<file path="src/rtl/bram_alu_pkg.sv">
// Shared definitions for the BRAM ALU engine: op codes, FSM state encoding
// and a helper that classifies which ops produce a response.
package bram_alu_pkg;

  localparam int unsigned OP_W = 3;

  localparam logic [OP_W-1:0] OP_IDLE     = 3'b000;
  localparam logic [OP_W-1:0] OP_READ     = 3'b001;
  localparam logic [OP_W-1:0] OP_WRITE    = 3'b010;
  localparam logic [OP_W-1:0] OP_READ_ADD = 3'b011;
  localparam logic [OP_W-1:0] OP_READ_SUB = 3'b100;
  localparam logic [OP_W-1:0] OP_ACC      = 3'b101;
  localparam logic [OP_W-1:0] OP_CLEAR    = 3'b110;

  typedef enum logic [1:0] {
    S_IDLE  = 2'd0,
    S_RMW   = 2'd1,
    S_CLEAR = 2'd2
  } state_e;

  // Ops that read the RAM and return a response two cycles after accept.
  function automatic logic op_responds(input logic [OP_W-1:0] op);
    return (op == OP_READ) || (op == OP_READ_ADD) ||
           (op == OP_READ_SUB) || (op == OP_ACC);
  endfunction

endpackage

</file>
<file path="src/rtl/bram_alu_engine_sp.sv">
// Single-port synchronous RAM with registered read data.
// Ports: clk; we (write enable); addr; wdata; rdata (registered read of addr).
// Contents are not reset. Writes outside RAM_DEPTH must be blocked by the caller.
module bram_sp #(
  parameter int unsigned DATA_WIDTH = 8,
  parameter int unsigned ADDR_WIDTH = 4,
  parameter int unsigned RAM_DEPTH  = 16
) (
  input  logic                  clk,
  input  logic                  we,
  input  logic [ADDR_WIDTH-1:0] addr,
  input  logic [DATA_WIDTH-1:0] wdata,
  output logic [DATA_WIDTH-1:0] rdata
);

  logic [DATA_WIDTH-1:0] mem [RAM_DEPTH];

  // Read-before-write port; the engine never uses the read data of a write cycle.
  always_ff @(posedge clk) begin
    if (we) begin
      mem[addr] <= wdata;
    end
    rdata <= mem[addr];
  end

endmodule

</file>
<file path="src/rtl/bram_alu_engine.sv">
// BRAM ALU engine: request/response front end over one single-port RAM with
// read, write, read-add, read-sub, accumulate (RMW) and whole-array clear.
// Ports: clk, rstn (async active-low); req_valid/req_ready/op/addr/din request;
// rsp_valid pulse with dout/cout/rsp_err held until the next response.
module bram_alu_engine
  import bram_alu_pkg::*;
#(
  parameter int unsigned DATA_WIDTH = 8,
  parameter int unsigned ADDR_WIDTH = 4,
  parameter int unsigned RAM_DEPTH  = 16
) (
  input  logic                  clk,
  input  logic                  rstn,
  input  logic                  req_valid,
  output logic                  req_ready,
  input  logic [OP_W-1:0]       op,
  input  logic [ADDR_WIDTH-1:0] addr,
  input  logic [DATA_WIDTH-1:0] din,
  output logic                  rsp_valid,
  output logic [DATA_WIDTH-1:0] dout,
  output logic                  cout,
  output logic                  rsp_err
);

  state_e state_q, state_d;

  logic [ADDR_WIDTH-1:0] cnt_q;
  logic                  p1_valid_q;
  logic [OP_W-1:0]       p1_op_q;
  logic                  p1_err_q;
  logic [ADDR_WIDTH-1:0] p1_addr_q;
  logic [DATA_WIDTH-1:0] p1_din_q;
  logic [DATA_WIDTH-1:0] ram_rdata;

  logic                  accept_c;
  logic                  addr_ok_c;
  logic                  clear_last_c;
  logic [DATA_WIDTH:0]   sum_c;
  logic                  ram_we_c;
  logic [ADDR_WIDTH-1:0] ram_addr_c;
  logic [DATA_WIDTH-1:0] ram_wdata_c;

  // Ready is decoded from the state register and forced low while in reset.
  assign req_ready    = rstn && (state_q == S_IDLE);
  assign accept_c     = req_valid && req_ready;
  assign addr_ok_c    = 32'(addr) < RAM_DEPTH;
  assign clear_last_c = (state_q == S_CLEAR) && (cnt_q == ADDR_WIDTH'(RAM_DEPTH - 1));
  assign sum_c        = {1'b0, ram_rdata} + {1'b0, p1_din_q};

  // State register.
  always_ff @(posedge clk or negedge rstn) begin
    if (!rstn) begin
      state_q <= S_IDLE;
    end else begin
      state_q <= state_d;
    end
  end

  // Next-state logic.
  always_comb begin
    state_d = state_q;
    case (state_q)
      S_IDLE: begin
        if (accept_c && (op == OP_ACC)) begin
          state_d = S_RMW;
        end else if (accept_c && (op == OP_CLEAR)) begin
          state_d = S_CLEAR;
        end
      end
      S_RMW:   state_d = S_IDLE;
      S_CLEAR: if (clear_last_c) state_d = S_IDLE;
      default: state_d = S_IDLE;
    endcase
  end

  // RAM port mux: request path, RMW write-back or clear sweep.
  always_comb begin
    ram_we_c    = 1'b0;
    ram_addr_c  = addr;
    ram_wdata_c = din;
    case (state_q)
      S_IDLE: ram_we_c = accept_c && (op == OP_WRITE) && addr_ok_c;
      S_RMW: begin
        ram_we_c    = !p1_err_q;
        ram_addr_c  = p1_addr_q;
        ram_wdata_c = sum_c[DATA_WIDTH-1:0];
      end
      S_CLEAR: begin
        ram_we_c    = 1'b1;
        ram_addr_c  = cnt_q;
        ram_wdata_c = '0;
      end
      default: ram_we_c = 1'b0;
    endcase
  end

  bram_sp #(
    .DATA_WIDTH(DATA_WIDTH),
    .ADDR_WIDTH(ADDR_WIDTH),
    .RAM_DEPTH (RAM_DEPTH)
  ) u_ram (
    .clk  (clk),
    .we   (ram_we_c),
    .addr (ram_addr_c),
    .wdata(ram_wdata_c),
    .rdata(ram_rdata)
  );

  // Clear sweep counter.
  always_ff @(posedge clk or negedge rstn) begin
    if (!rstn) begin
      cnt_q <= '0;
    end else if (accept_c && (op == OP_CLEAR)) begin
      cnt_q <= '0;
    end else if (state_q == S_CLEAR) begin
      cnt_q <= clear_last_c ? '0 : cnt_q + ADDR_WIDTH'(1);
    end
  end

  // First response stage: shadows the request alongside the registered RAM read.
  always_ff @(posedge clk or negedge rstn) begin
    if (!rstn) begin
      p1_valid_q <= 1'b0;
      p1_op_q    <= OP_IDLE;
      p1_err_q   <= 1'b0;
      p1_addr_q  <= '0;
      p1_din_q   <= '0;
    end else begin
      p1_valid_q <= accept_c && op_responds(op);
      if (accept_c) begin
        p1_op_q   <= op;
        p1_err_q  <= !addr_ok_c;
        p1_addr_q <= addr;
        p1_din_q  <= din;
      end
    end
  end

  // Second response stage: ALU result or clear completion.
  always_ff @(posedge clk or negedge rstn) begin
    if (!rstn) begin
      rsp_valid <= 1'b0;
      dout      <= '0;
      cout      <= 1'b0;
      rsp_err   <= 1'b0;
    end else begin
      rsp_valid <= 1'b0;
      if (p1_valid_q) begin
        rsp_valid <= 1'b1;
        rsp_err   <= p1_err_q;
        if (p1_err_q) begin
          dout <= '0;
          cout <= 1'b0;
        end else begin
          case (p1_op_q)
            OP_READ: begin
              dout <= ram_rdata;
              cout <= 1'b0;
            end
            OP_READ_SUB: begin
              dout <= ram_rdata - p1_din_q;
              cout <= ram_rdata < p1_din_q;
            end
            default: {cout, dout} <= sum_c;
          endcase
        end
      end else if (clear_last_c) begin
        rsp_valid <= 1'b1;
        rsp_err   <= 1'b0;
        dout      <= '0;
        cout      <= 1'b0;
      end
    end
  end

endmodule
</file>
<file path="config.mk">
export PLATFORM = sky130hd
export DESIGN_NAME = bram_alu_engine
export DESIGN_NICKNAME = d
export VERILOG_FILES = /design/src/rtl/bram_alu_pkg.sv /design/src/rtl/bram_alu_engine_sp.sv /design/src/rtl/bram_alu_engine.sv
export SDC_FILE = /design/constraint.sdc
export NUM_CORES = 1
export LEC_CHECK = 0
export BUFFER_PORTS_ARGS = -buffer_cell sky130_fd_sc_hd__buf_2
export CAP_MARGIN = 25
export CORE_ASPECT_RATIO = 1.5
export CORE_MARGIN = 5
export CORE_UTILIZATION = 30
export DETAILED_ROUTE_END_ITERATION = 16
export PLACE_DENSITY_LB_ADDON = 0.1
export SETUP_SLACK_MARGIN = 0.02
export SKIP_CTS_REPAIR_TIMING = 1
export SYNTH_ARGS = -nofsm -noshare
export SYNTH_HDL_FRONTEND = slang
export SYNTH_SLANG_ARGS = --single-unit
</file>
<file path="constraint.sdc">
create_clock -name clk -period 6.1 [get_ports clk]
set_input_delay 0.61 -clock clk [delete_from_list [all_inputs] [get_ports clk]]
set_output_delay 0.61 -clock clk [all_outputs]
set_load 0.01 [all_outputs]
</file>
==> run metrics <==
wl on met1 about 8600 um; Layout Nets 664; CTS Buf Count 17; Initial Utilization a little under a third; startpoint types flip-flop; fin crit share 60.64%; post-DP HPWL 15390 um; clock share of power a little over a fifth; f_max 270.4 MHz; power per cell area 563.5 mW/mm^2; Tot GR Track Use roughly 15%; critical path capture point type flip-flop; total core area about 0.026 mm^2; clock root cell clkbuf_16; # DRC 0; DIE HEIGHT around 210 um; metal2 WL between 10000 and 15000 um; clk_lat worst skew around 0.43 ns; initial DRC count roughly 250; I/O Buffers 28; critical path's slowest cell ha_1; reg2reg end u_ram.rdata[2]$_DFF_P_; required time of the worst setup path between 6 and 7 ns; Max Used Layer met4; Antenna Cells 0; synth unique cells 57; combinational fraction of design power roughly 44%; Lkg Pwr 3.219 nW; syn_area_per_cell about 13 um^2; Post-Syn Area 0.007823 mm^2; RSZ-0062 raised after global routing false; worst vdd ir around 0.00021 V; I/O Pins 30; Syn Nets 644; CTS sink cnt ~170; largest area contributor in the netlist edfxtp_1; Yosys warning count 0; TritonRoute pass-1 iters 4; max-cap violations 0; GRT Residual Overflow 0; Clock Skews around 0.011 ns; clock slew seen by the registers of the worst setup and hold paths 0.07 ns; Seq/Total Area, Yosys 61.42%; Final Critical Period around 3.7 ns; fill cell count approximately 2600; total negative slack 0 ns; Die Wd 141.8 um; Setup CP Type reg -> reg; routed vias 4858; Psw between 2 and 2.5 mW; actual slew at the worst max-slew pin 1.003 ns; Final Max Slew Viols 0; main flop type after synthesis edfxtp_1; Yosys top cell area share 49.14%; CP max FO 65; layout cells sized above 1 about 16%; top area cells in the synthesized netlist edfxtp_1 49%, dfrtp_1 10%, a211oi_1 4.6%, mux2i_1 4.4%, ha_1 3.4%; deepest clock path buffer count 2; vias per cell about 5; initial antenna violation count 0; Routed WL per cell between 20 and 25 um; gpl congestion about 0.81; outcome finished, final reports clean; dpl ws 2.305 ns; Final WS setup ~2.4 ns; die area around 0.029 mm^2; cell with the most instances after synthesis edfxtp_1; Cells after DPL between 900 and 1000; Sequential Power Share approximately a third; CP arrival around 4 ns; slowest stage delay, CP between 0.7 and 0.8 ns; Int Pwr between 2 and 3 mW; r2r worst-path depth 8; crit path cell chain inv_1 > ha_1 > a21o_4 > buf_4 > nor2b_1 > a211oi_2 > a211oi_1 > or4_1; Buffers & Inverters on Critical Path 2; endpoints failing setup 0; HP Class in -> async; synth-to-layout area growth 13.71%; DR WL met3 between 500 and 600 um; Sw Share between 40% and 50%; #FFs+latches synth about 170; reg-to-reg startpoint state_q[1]$_DFFE_PN0P_; r2r setup slk approximately 2.4 ns; vias in the first global route 5115; first-pass GRT wire length ~32000 um; largest net degree at the start of global routing 66; Total Routed Length 21410 um; Fin. Hold Viols 0; Syn Inst Count around 600; commonest cells in the netlist 128 x edfxtp_1, 48 x a211oi_1, 41 x nor2_1; Post-synth EDFFs approximately 130; FP Rows around 70; antenna-violating nets left 0; Top delay family on crit path compound AO/OA/AOI/OAI gates; H-tree depth 4; post-synthesis async set-or-reset flop share a little under a fifth; Final Non-Filler Cells about 970; CTS tree yes; slew margin rel. approximately 32%
## flip-flops by register name, summed over array words and instances, names as in the netlist
| register | count |
|---|---|
| cnt_q | 4 |
| cout | 1 |
| dout | 8 |
| p1_addr_q | 4 |
| p1_din_q | 8 |
| p1_op_q | 3 |
| p1_valid_q | 1 |
| rsp_valid | 1 |
| state_q | 2 |
| u_ram.mem | 128 |
| u_ram.rdata | 8 |
## worst reg2reg max path, cell delays in order, from the launching register on
cell	delay, ns
dfrtp_1	0.40
inv_1	0.09
ha_1	0.78
a21o_4	0.71
buf_4	0.64
nor2b_1	0.15
a211oi_2	0.21
a211oi_1	0.09
or4_1	0.51
## logic make-up after synthesis
kind of cell             Yosys count  synth area share (%)
multiplexers                      41                 5.358
adder cells (fa/ha/maj)           23                 3.871
AND/OR/NAND/NOR                  145                 9.533
other                              1               0.04794
flip-flops                       168                 61.42
AO/OA/AOI/OAI                    151                 14.60
XOR/XNOR                           9                 1.008
buffers and inverters             65                 4.159
## how the worst max path moves through the flow
| stage | start | cells past startpoint | end |
|---|---|---|---|
| floorplan | state_q[0]$_DFFE_PN0P_ | 9 | u_ram.mem[11][0]$_DFFE_PP_ |
| global placement | rstn | 7 | u_ram.mem[15][1]$_DFFE_PP_ |
| detailed placement | rstn | 7 | u_ram.mem[13][5]$_DFFE_PP_ |
| CTS | state_q[0]$_DFFE_PN0P_ | 6 | u_ram.mem[13][5]$_DFFE_PP_ |
| global route | state_q[1]$_DFFE_PN0P_ | 8 | u_ram.rdata[7]$_DFF_P_ |
| finish | state_q[1]$_DFFE_PN0P_ | 8 | u_ram.rdata[2]$_DFF_P_ |
## metal layers
metal / vias up / global-route usage (%)
met5: - / 0
met4: 0 / 5.298
met3: 22 / 2.673
met2: 77 / 27.78
met1: 2461 / 16.56
li1: 2298 / -
## final cells by class
class                   count  area, um^2  share of cell area [%]
flip-flops and latches    168        4805                   54.02
multi-input cells         370        2745                   30.86
clock buffers              19       432.9                   4.867
well taps                 333       416.7                   4.684
repair buffers             36       227.7                   2.560
clock inverters            13       155.1                   1.744
inverters                  30       112.6                   1.266
## metrics by stage
stage / hold WS, ns / instance area (um^2) / power (mW) / utilization, %
detailed placement: 0.4626 / 8307 / 3.964 / 32.24
finish: 0.2727 / 8895 / 5.012 / 34.52
CTS: 0.2944 / 8895 / 5.064 / 34.52
global placement: 0.4582 / 8264 / 3.920 / 32.08
floorplan: 0.3144 / 7823 / 3.288 / -
global route: 0.3480 / 8895 / 5.317 / 34.52
## power by group through the flow
stage          sequential, mW  combinational (mW)  clock, mW
2_1_floorplan            1.67                1.61          0
3_3_place_gp             1.73                2.19          0
3_5_place_dp             1.73                2.23          0
4_1_cts                  1.71                2.24       1.11
5_1_grt                  1.73                2.43       1.16
6_report                 1.71                2.22       1.09
## placed cells by master (no fill, tap or decap), types with 3 or more instances in the layout
| cell | netlist | routed |
|---|---|---|
| clkbuf_16 | 0 | 17 |
| a31oi_1 | 3 | 3 |
| a22oi_1 | 3 | 3 |
| a211oi_1 | 48 | 48 |
| a22o_1 | 3 | 3 |
| mux2_2 | 7 | 7 |
| nor3_1 | 7 | 7 |
| o22ai_2 | 0 | 7 |
| o21ai_0 | 20 | 20 |
| bufinv_16 | 0 | 3 |
| or3_1 | 3 | 3 |
| nor2_1 | 41 | 41 |
| dfrtp_1 | 32 | 32 |
| a211oi_2 | 16 | 16 |
| dfxtp_1 | 8 | 8 |
| nand2_1 | 24 | 24 |
| a21oi_1 | 17 | 17 |
| buf_2 | 5 | 28 |
| xnor2_1 | 8 | 8 |
| buf_4 | 4 | 6 |
| ha_1 | 21 | 21 |
| nor2b_1 | 39 | 39 |
| clkinvlp_4 | 0 | 4 |
| nand2b_1 | 7 | 7 |
| or4_1 | 11 | 11 |
| inv_1 | 29 | 29 |
| a221oi_1 | 3 | 3 |
| nand3_1 | 6 | 6 |
| mux2i_1 | 34 | 34 |
| edfxtp_1 | 128 | 128 |
| o21a_1 | 3 | 3 |
| a21o_1 | 7 | 5 |
No activity file was read; power rests on OpenSTA's default activity.
